## src/rtl/mdu_pkg.sv

```systemverilog
// Shared encodings for the multiply/divide unit: opcodes, FSM states, default sizes.
package mdu_pkg;
  localparam int MDU_WIDTH = 32;
  localparam int MDU_CNT_W = 6;

  typedef enum logic [2:0] {
    MDU_MULT  = 3'd0,
    MDU_MULTU = 3'd1,
    MDU_DIV   = 3'd2,
    MDU_DIVU  = 3'd3,
    MDU_MTHI  = 3'd4,
    MDU_MTLO  = 3'd5
  } mdu_op_e;

  typedef enum logic [1:0] {
    IDLE  = 2'd0,
    MUL   = 2'd1,
    DIV   = 2'd2,
    FIXUP = 2'd3
  } mdu_state_e;
endpackage

```

## src/rtl/mdu_iter_core.sv

```systemverilog
// Unsigned datapath: one shift-add (multiply) or restoring-subtract (divide) step per step_i.
// acc holds partial product high half / remainder; sh holds multiplier-then-low-half / dividend-then-quotient.
module mdu_iter_core #(
  parameter int WIDTH = 32,
  parameter int CNT_W = 6
) (
  input  logic             clk,
  input  logic             reset,
  input  logic             load_i,
  input  logic             step_i,
  input  logic             div_i,
  input  logic [WIDTH-1:0] m_i,
  input  logic [WIDTH-1:0] q_i,
  output logic [WIDTH-1:0] hi_o,
  output logic [WIDTH-1:0] lo_o,
  output logic             last_o
);
  logic [WIDTH-1:0] acc_q, acc_d, sh_q, sh_d, m_q;
  logic [CNT_W-1:0] cnt_q;
  logic [WIDTH:0]   sum, trial, diff;

  always_comb begin
    sum   = {1'b0, acc_q} + {1'b0, m_q};
    trial = {acc_q, sh_q[WIDTH-1]};
    diff  = trial - {1'b0, m_q};
    acc_d = acc_q;
    sh_d  = sh_q;
    if (div_i) begin
      // Remainder stays below the divisor, so the borrow bit decides restore vs keep.
      if (!diff[WIDTH]) begin
        acc_d = diff[WIDTH-1:0];
        sh_d  = {sh_q[WIDTH-2:0], 1'b1};
      end else begin
        acc_d = trial[WIDTH-1:0];
        sh_d  = {sh_q[WIDTH-2:0], 1'b0};
      end
    end else if (sh_q[0]) begin
      acc_d = sum[WIDTH:1];
      sh_d  = {sum[0], sh_q[WIDTH-1:1]};
    end else begin
      acc_d = {1'b0, acc_q[WIDTH-1:1]};
      sh_d  = {acc_q[0], sh_q[WIDTH-1:1]};
    end
  end

  always_ff @(posedge clk or posedge reset) begin
    if (reset) begin
      acc_q <= '0;
      sh_q  <= '0;
      m_q   <= '0;
      cnt_q <= '0;
    end else if (load_i) begin
      acc_q <= '0;
      sh_q  <= q_i;
      m_q   <= m_i;
      cnt_q <= '0;
    end else if (step_i) begin
      acc_q <= acc_d;
      sh_q  <= sh_d;
      cnt_q <= cnt_q + CNT_W'(1);
    end
  end

  assign hi_o   = acc_q;
  assign lo_o   = sh_q;
  assign last_o = (cnt_q == CNT_W'(WIDTH - 1));
endmodule

```

## src/rtl/mult_div_unit.sv

```systemverilog
// Iterative MULT/MULTU/DIV/DIVU with HI/LO registers; single-cycle MTHI/MTLO.
// Optional MDU_ABORT_EN adds an abort input that flushes an in-flight op.
module mult_div_unit
  import mdu_pkg::*;
#(
  parameter int WIDTH = MDU_WIDTH,
  parameter int CNT_W = MDU_CNT_W
) (
  input  logic             clk,
  input  logic             reset,
  input  logic             start,
`ifdef MDU_ABORT_EN
  input  logic             abort,
`endif
  input  logic [2:0]       op,
  input  logic [WIDTH-1:0] A,
  input  logic [WIDTH-1:0] B,
  output logic             busy,
  output logic             done,
  output logic             div_by_zero,
  output logic [WIDTH-1:0] hi,
  output logic [WIDTH-1:0] lo
);
  mdu_state_e       state_q, state_d;
  logic             neg_q, neg_d, rneg_q, rneg_d, div_q, div_d;
  logic             done_q, done_d, dbz_q, dbz_d;
  logic [WIDTH-1:0] hi_q, hi_d, lo_q, lo_d;
  logic             load, step, kill, last, sgn, is_mul, is_div;
  logic [WIDTH-1:0] a_mag, b_mag, core_hi, core_lo, q_fix, r_fix;
  logic [2*WIDTH-1:0] prod, prod_fix;

`ifdef MDU_ABORT_EN
  assign kill = abort;
`else
  assign kill = 1'b0;
`endif

  assign sgn    = (op == MDU_MULT) || (op == MDU_DIV);
  assign is_mul = (op == MDU_MULT) || (op == MDU_MULTU);
  assign is_div = (op == MDU_DIV)  || (op == MDU_DIVU);
  assign a_mag  = (sgn && A[WIDTH-1]) ? -A : A;
  assign b_mag  = (sgn && B[WIDTH-1]) ? -B : B;

  assign prod     = {core_hi, core_lo};
  assign prod_fix = neg_q  ? -prod    : prod;
  assign q_fix    = neg_q  ? -core_lo : core_lo;
  assign r_fix    = rneg_q ? -core_hi : core_hi;

  mdu_iter_core #(.WIDTH(WIDTH), .CNT_W(CNT_W)) u_core (
    .clk    (clk),
    .reset  (reset),
    .load_i (load),
    .step_i (step),
    .div_i  (state_q == DIV),
    .m_i    (is_div ? b_mag : a_mag),
    .q_i    (is_div ? a_mag : b_mag),
    .hi_o   (core_hi),
    .lo_o   (core_lo),
    .last_o (last)
  );

  always_comb begin
    state_d = state_q;
    neg_d   = neg_q;
    rneg_d  = rneg_q;
    div_d   = div_q;
    done_d  = 1'b0;
    dbz_d   = 1'b0;
    hi_d    = hi_q;
    lo_d    = lo_q;
    load    = 1'b0;
    step    = 1'b0;
    case (state_q)
      IDLE: if (start && !kill) begin
        if (is_mul || (is_div && B != '0)) begin
          load    = 1'b1;
          neg_d   = sgn && (A[WIDTH-1] ^ B[WIDTH-1]);
          rneg_d  = sgn && A[WIDTH-1];
          div_d   = is_div;
          state_d = is_div ? DIV : MUL;
        end else if (is_div) begin
          done_d = 1'b1;
          dbz_d  = 1'b1;
        end else if (op == MDU_MTHI) begin
          hi_d = A;
        end else if (op == MDU_MTLO) begin
          lo_d = A;
        end
      end
      MUL, DIV: begin
        step = 1'b1;
        if (last) state_d = FIXUP;
      end
      FIXUP: begin
        state_d = IDLE;
        done_d  = 1'b1;
        if (div_q) begin
          lo_d = q_fix;
          hi_d = r_fix;
        end else begin
          {hi_d, lo_d} = prod_fix;
        end
      end
      default: state_d = IDLE;
    endcase
    // A flush beats everything else in flight, including the FIXUP write.
    if (kill && state_q != IDLE) begin
      state_d = IDLE;
      done_d  = 1'b0;
      hi_d    = hi_q;
      lo_d    = lo_q;
    end
  end

  always_ff @(posedge clk or posedge reset) begin
    if (reset) begin
      state_q <= IDLE;
      neg_q   <= 1'b0;
      rneg_q  <= 1'b0;
      div_q   <= 1'b0;
      done_q  <= 1'b0;
      dbz_q   <= 1'b0;
      hi_q    <= '0;
      lo_q    <= '0;
    end else begin
      state_q <= state_d;
      neg_q   <= neg_d;
      rneg_q  <= rneg_d;
      div_q   <= div_d;
      done_q  <= done_d;
      dbz_q   <= dbz_d;
      hi_q    <= hi_d;
      lo_q    <= lo_d;
    end
  end

  assign busy        = (state_q != IDLE);
  assign done        = done_q;
  assign div_by_zero = dbz_q;
  assign hi          = hi_q;
  assign lo          = lo_q;
endmodule

```

## config.mk

```make
export PLATFORM = sky130hd
export DESIGN_NAME = mult_div_unit
export DESIGN_NICKNAME = d
export VERILOG_FILES = /design/src/rtl/mdu_pkg.sv /design/src/rtl/mdu_iter_core.sv /design/src/rtl/mult_div_unit.sv
export SDC_FILE = /design/constraint.sdc
export NUM_CORES = 1
export LEC_CHECK = 0
export BUFFER_PORTS_ARGS = -buffer_cell sky130_fd_sc_hd__buf_2
export CORE_ASPECT_RATIO = 1.5
export CORE_UTILIZATION = 30
export DETAILED_ROUTE_END_ITERATION = 10
export PLACE_DENSITY = 0.56
export SYNTH_ARGS = -nofsm -noshare
export SYNTH_HDL_FRONTEND = slang
export SYNTH_SLANG_ARGS = --single-unit
export TNS_END_PERCENT = 50
```

## constraint.sdc

```tcl
create_clock -name clk -period 5.1 [get_ports clk]
set_input_delay 0.765 -clock clk [delete_from_list [all_inputs] [get_ports clk]]
set_output_delay 0.765 -clock clk [all_outputs]
set_load 0.03 [all_outputs]
```

After elaboration in Yosys (flattened, before gate mapping)

Index checks and enable logic that the tools add are counted.

Flip-flop bits (word level): 173
Bits in latches: 0
Bits in writable memories: 0
ROM bits: 0
Bits of input ports: 70
Output and inout bits: 67
Word-level logic and storage cells: 103
Memories: 0

Add/sub/neg operators: 8
$mul: 0
Div/mod/pow operators: 0
Order comparisons: 0
Eq/ne operators: 17
Shifts and indexed selects: 0
Muxes and demuxes: 46
Bitwise gates (word level): 1
Reductions and logical operators: 19

Operators by type and width:

| operator              | count |
|---|---|
| $mux W32              | 26 |
| $neg A32 Y32          | 4 |
| $pmux W32 S2          | 2 |
| $mux W64              | 1 |
| $neg A64 Y64          | 1 |
| $add A32 B32 Y33      | 1 |
| $sub A33 B32 Y33      | 1 |
| $reduce_bool A32 Y1   | 1 |
| $ne A2 B2 Y1 const B  | 8 |
| $mux W6               | 2 |
| $mux W1               | 9 |
| $mux W2               | 4 |
| $add A6 B1 Y6 const B | 1 |
| $eq A3 B2 Y1 const B  | 2 |
| $eq A3 B3 Y1 const B  | 2 |
| $eq A6 B5 Y1 const B  | 1 |
| $pmux W2 S3           | 1 |
| $reduce_and A3 Y1     | 2 |
| $reduce_and A6 Y1     | 1 |
| $reduce_bool A2 Y1    | 3 |
| $reduce_and A5 Y1     | 1 |
| $eq A2 B2 Y1 const B  | 2 |
| $logic_and A1 B1 Y1   | 4 |
| $logic_or A1 B1 Y1    | 4 |
| 7 further kinds       | 7 |

Longest topological paths before layout

Depth after elaboration: 8
Gate-level depth with buffers: 14
Gate-level depth less buffers: 12

Cells and area by module

From an unflattened synthesis, not the netlist that was laid out.

Cell total of the unflattened synthesis: 1986
Area, all modules: 15826.4 um^2

Modules (own cells, without submodules):

| module        | times used | cells an instance | area each (um^2) | sequential area each (um^2) |
|---|---|---|---|---|
| mdu_iter_core | 1          | 1066              | 8697.1           | 2552.4 |
| mult_div_unit | 1          | 920               | 7129.3           | 1776.7 |

Least setup slack after synthesis

OpenSTA, ideal clock, no wires.

Path kind: reg-to-reg
Start point: register u_core.sh_q[31] (netlist: u_core.lo_o[31])
End point: register u_core.acc_q[8] (netlist: u_core.hi_o[8])
Setup time: 0.064 ns
Data arrival time: 3.125 ns
Required time: 5.036 ns
Path slack: 1.910 ns
Cell stages (with the launch flop): 14
Path buffers: 1
Period minus slack after synthesis: 3.190 ns
Path through: dfrtp_1 inv_1 ha_1 fa_1 nand2b_1 a21oi_1 o21a_1 a21o_2 nor4_1 or4_1 buf_2 or3_1 a31oi_1 o21a_1

Cells in the longest elaborated chain, start to end: 5

RTL lines:

| item                   | line                | RTL |
|---|---|---|
| start, declared        | mdu_iter_core.sv:18 | `logic [WIDTH-1:0] acc_q, acc_d, sh_q, sh_d, m_q;` |
| start signal, assigned | mdu_iter_core.sv:54 | `sh_q <= q_i;` |
| $sub A33 B32 Y33       | mdu_iter_core.sv:25 | `diff = trial - {1'b0, m_q};` |
| $mux W32               | mdu_iter_core.sv:30 | `if (!diff[WIDTH]) begin` |
| $mux W32               | mdu_iter_core.sv:28 | `if (div_i) begin` |
| $mux W32               | mdu_iter_core.sv:57 | `end else if (step_i) begin` |
| $mux W32               | mdu_iter_core.sv:52 | `end else if (load_i) begin` |
| end signal, assigned   | mdu_iter_core.sv:48 | `acc_q <= '0;` |
| end signal, assigned   | mdu_iter_core.sv:53 | `acc_q <= '0;` |
| end signal, assigned   | mdu_iter_core.sv:58 | `acc_q <= acc_d;` |
| end, declared          | mdu_iter_core.sv:18 |  |

No other way between the ends. The select of a mux whose other input is x is not followed.
A chain may end at the register's enable or synchronous reset.

Worst setup path in the final report

Same ends and word-level chain as after synthesis.

==> flow_metrics.env <==
export IMPL_status="complete, no violations"
export IMPL_stdcell_area_mm2=0.0174
export IMPL_die_w_um=188
export IMPL_worstPathRequired_ps=5500
export IMPL_seq_power_share_pct=20.7
export IMPL_layout_common_cells="nand2_1 (289), o21ai_0 (236), dfrtp_1 (173)"
export IMPL_hold_end="lo[3]$_DFFE_PP0P_"
export IMPL_finalClockSkew_ps=12.4
export IMPL_seq_area_mm2=0.00433
export IMPL_final_nets=2207
export IMPL_place_area_mm2=0.0168
export IMPL_critPathBufInv=1
export IMPL_drc=0
export IMPL_synth_cell_types=90
export IMPL_slew_limit_headroom_pct=29.5
export IMPL_slowest_stage="or4_1"
export IMPL_cts_root_buffer="clkbuf_16"
export IMPL_hp_start="lo[3]$_DFFE_PP0P_"
export IMPL_end_kind="register"
export IMPL_io_buffers=136
export IMPL_dr_total_vias=15800
export IMPL_clk_insertion_delay_late_ps=470
export IMPL_firstDrtPassIters=6
export IMPL_multiInputGateArea_mm2=0.0105
export IMPL_grt_first_pass_wirelength_um=95300
export IMPL_synth_nets=2156
export IMPL_coreArea_mm2=0.0509
export IMPL_crit_family="simple AND/OR/NAND/NOR gates"
export IMPL_dp_hpwl_um=50100
export IMPL_h_tree_depth=4
export IMPL_netlist_instances=2011
export IMPL_reg2reg_slack_ps=880
export IMPL_clk_path_buf_depth=2
export IMPL_grt_antenna_before_repair=0
export IMPL_rsz0062_at_grt="no"
export IMPL_min_path_cells=1
export IMPL_initial_core_util_pct=30.5
export IMPL_peakVddDrop_mv=0.273
export IMPL_cp_start_kind="register"
export IMPL_worst_pin_slew_ps=1060
export IMPL_grt_max_degree=174
export IMPL_crit_chain="inv_1, ha_1, fa_1, nand2b_1, a21oi_1, o21a_1, a21o_2, nor4_1, or4_1, or3_1, a31oi_1, o21a_1"
export IMPL_power_density_mw_per_mm2=819
export IMPL_startpoint="u_core.lo_o[31]$_DFFE_PP0P_"
export IMPL_synth_async_sr_flop_share_pct=100
export IMPL_num_io_pins=137
export IMPL_diodes=0
export IMPL_cts_hold_buf=0
export IMPL_areaGrowthSynthToFinish_pct=12.2
export IMPL_clkPwrFrac_pct=9.9
export IMPL_yosysSeqAreaShare_pct=27.9
export IMPL_syn_mean_instance_area_um2=7.73
export IMPL_drv_cap=0
export IMPL_crit_top_cell="o21a_1"
export IMPL_p_sw_share_pct=55.7
export IMPL_synth_cell_area_mm2=0.0155
export IMPL_fmax_mhz=237
export IMPL_r2r_cells=12
export IMPL_track_usage_pct=24.2
export IMPL_final_hold_viol_count=0
export IMPL_dieArea_mm2=0.0527
export IMPL_rows=101
export IMPL_final_common_cell="nand2_1"
export IMPL_cpPeakStageDelay_ps=1010
export IMPL_utilization_pct=34.2
export IMPL_worstReg2RegEnd="u_core.hi_o[8]$_DFFE_PP0P_"
export IMPL_pwr_share_comb_pct=69.4
export IMPL_synth_edf_count=0
export IMPL_hold_class="reg -> reg"
export IMPL_timing_rr_start="u_core.lo_o[31]$_DFFE_PP0P_"
export IMPL_cts_tree="done"
export IMPL_post_route_min_period_ps=4220
export IMPL_critical_path_class="reg -> reg"
export IMPL_crit_arrival_ps=4620
export IMPL_p_leak_nw=7.32
export IMPL_drv_slew=0
export IMPL_clk_pin_slew_worst_paths_ps=70
export IMPL_p_int_mw=6.33
export IMPL_n_fill_cell=5367
export IMPL_place_gp_congestion=0.968
export IMPL_via_per_inst=5.75
export IMPL_ys_ff_latch=173
export IMPL_cts_sinks=173
export IMPL_grt_overflow=0
export IMPL_switchingPower_mw=7.94
export IMPL_crit_path_max_fanout=27
export IMPL_setup_tns_ps=0
export IMPL_synth_ff_type="dfrtp_1"
export IMPL_cts_resized=0
export IMPL_fin_crit_sh_pct=82.7
export IMPL_wl_um=64900
export IMPL_grt_pass1_vias=15200
export IMPL_ant_nets=0
export IMPL_wl_per_cell_um=23.6
export IMPL_drive_gt1_share_pct=11.5
export IMPL_first_iter_violations=1370
export IMPL_yosysWarnings=0
export IMPL_cts_buffers_inserted=17
export IMPL_die_h_um=281
export IMPL_finalSetupViolCount=0
export IMPL_post_cts_setup_buffers=0
worst register-to-register path: stages, from the launching register on:
cell and delay (ps):
dfrtp_1 480, inv_1 140, ha_1 260, fa_1 390, nand2b_1 230, a21oi_1 350
o21a_1 220, a21o_2 160, nor4_1 70, or4_1 1010, or3_1 550, a31oi_1 180
o21a_1 140
how the worst max path moves through the flow:
stage | endpoint | cells past startpoint
detailed placement | u_core.hi_o[8]$_DFFE_PP0P_ | 12
global route | u_core.hi_o[8]$_DFFE_PP0P_ | 12
floorplan | u_core.hi_o[8]$_DFFE_PP0P_ | 13
finish | u_core.hi_o[8]$_DFFE_PP0P_ | 12
global placement | u_core.hi_o[8]$_DFFE_PP0P_ | 12
CTS | u_core.hi_o[8]$_DFFE_PP0P_ | 12
registers in the layout (all words and copies together) (netlist names):
register and cells:
u_core.m_q 32, div_by_zero 1, lo 32, div_q 1
neg_q 1, u_core.hi_o 32, u_core.cnt_q 6, u_core.lo_o 32
hi 32, done 1, state_q 2, rneg_q 1
power groups by stage:
stage,logic (mW),registers [mW],clock network (mW)
after floorplan,6.77,3.02,0
after global placement,9.69,2.93,0
after detailed placement,9.76,2.95,0
after CTS,9.79,2.92,1.42
after global routing,10.8,3.02,1.47
final,9.90,2.96,1.41
metal layers:
metal | GRT usage [%] | up-vias | wire (um)
li1 | - | 7391 | -
met2 | 44.9 | 622 | 33200
met3 | 2.35 | 176 | 2940
met1 | 25.0 | 7602 | 23400
met5 | 0 | - | 0
met4 | 18.8 | 0 | 5410
through the flow:
step | instances | worst slack [ps] | hold slack (ps) | power [mW]
after floorplan | 2011 | 1910 | 475 | 9.79
after global placement | 2712 | 975 | 457 | 12.6
after detailed placement | 2712 | 948 | 461 | 12.7
after CTS | 2744 | 923 | 478 | 14.1
after global routing | 2744 | 721 | 491 | 15.2
final | 2744 | 882 | 475 | 14.3
logic make-up (layout without fill, tap and decap cells):
| kind of cell | after synthesis | after routing | share of synthesized area [%] |
|---|---|---|---|
| AND/OR/NAND/NOR | 637 | 637 | 19.1 |
| flip-flops | 173 | 173 | 27.9 |
| multiplexers | 62 | 62 | 4.03 |
| buffers and inverters | 205 | 269 | 5.29 |
| AO/OA/AOI/OAI | 703 | 703 | 28.8 |
| adder cells (fa/ha/maj) | 75 | 75 | 6.13 |
| XOR/XNOR | 156 | 156 | 8.79 |
cell usage after synthesis, types with 15 or more instances:
| cell | count | share of area, % |
|---|---|---|
| a211oi_1 | 41 | 2.0 |
| a21o_1 | 44 | 2.1 |
| a21oi_1 | 120 | 3.9 |
| a31oi_1 | 24 | 0.97 |
| buf_2 | 20 | 0.64 |
| clkbuf_1 | 94 | 2.3 |
| dfrtp_1 | 173 | 28 |
| ha_1 | 73 | 5.9 |
| inv_1 | 71 | 1.7 |
| mux2i_1 | 58 | 3.7 |
| nand2_1 | 289 | 7.0 |
| nand3_1 | 27 | 0.87 |
| nand4_1 | 15 | 0.60 |
| nor2_1 | 137 | 3.3 |
| nor2b_1 | 17 | 0.68 |
| nor3_1 | 32 | 1.0 |
| nor4_1 | 25 | 1.0 |
| o211ai_1 | 72 | 3.5 |
| o21a_1 | 16 | 0.77 |
| o21ai_0 | 236 | 7.6 |
| o31ai_1 | 29 | 1.4 |
| o41ai_1 | 16 | 0.90 |
| or3_1 | 16 | 0.64 |
| xnor2_1 | 70 | 3.9 |
| xor2_1 | 86 | 4.8 |
final cells by class:
| type | instances | share of cell area [%] |
|---|---|---|
| Clock buffer | 17 | 2.44 |
| Clock inverter | 15 | 1.03 |
| Inverter | 72 | 1.57 |
| Multi-Input combinational cell | 1633 | 60.0 |
| Sequential cell | 173 | 24.8 |
| Tap cell | 669 | 4.80 |
| Timing Repair Buffer | 165 | 5.30 |
(Power assumes the default switching activity.)
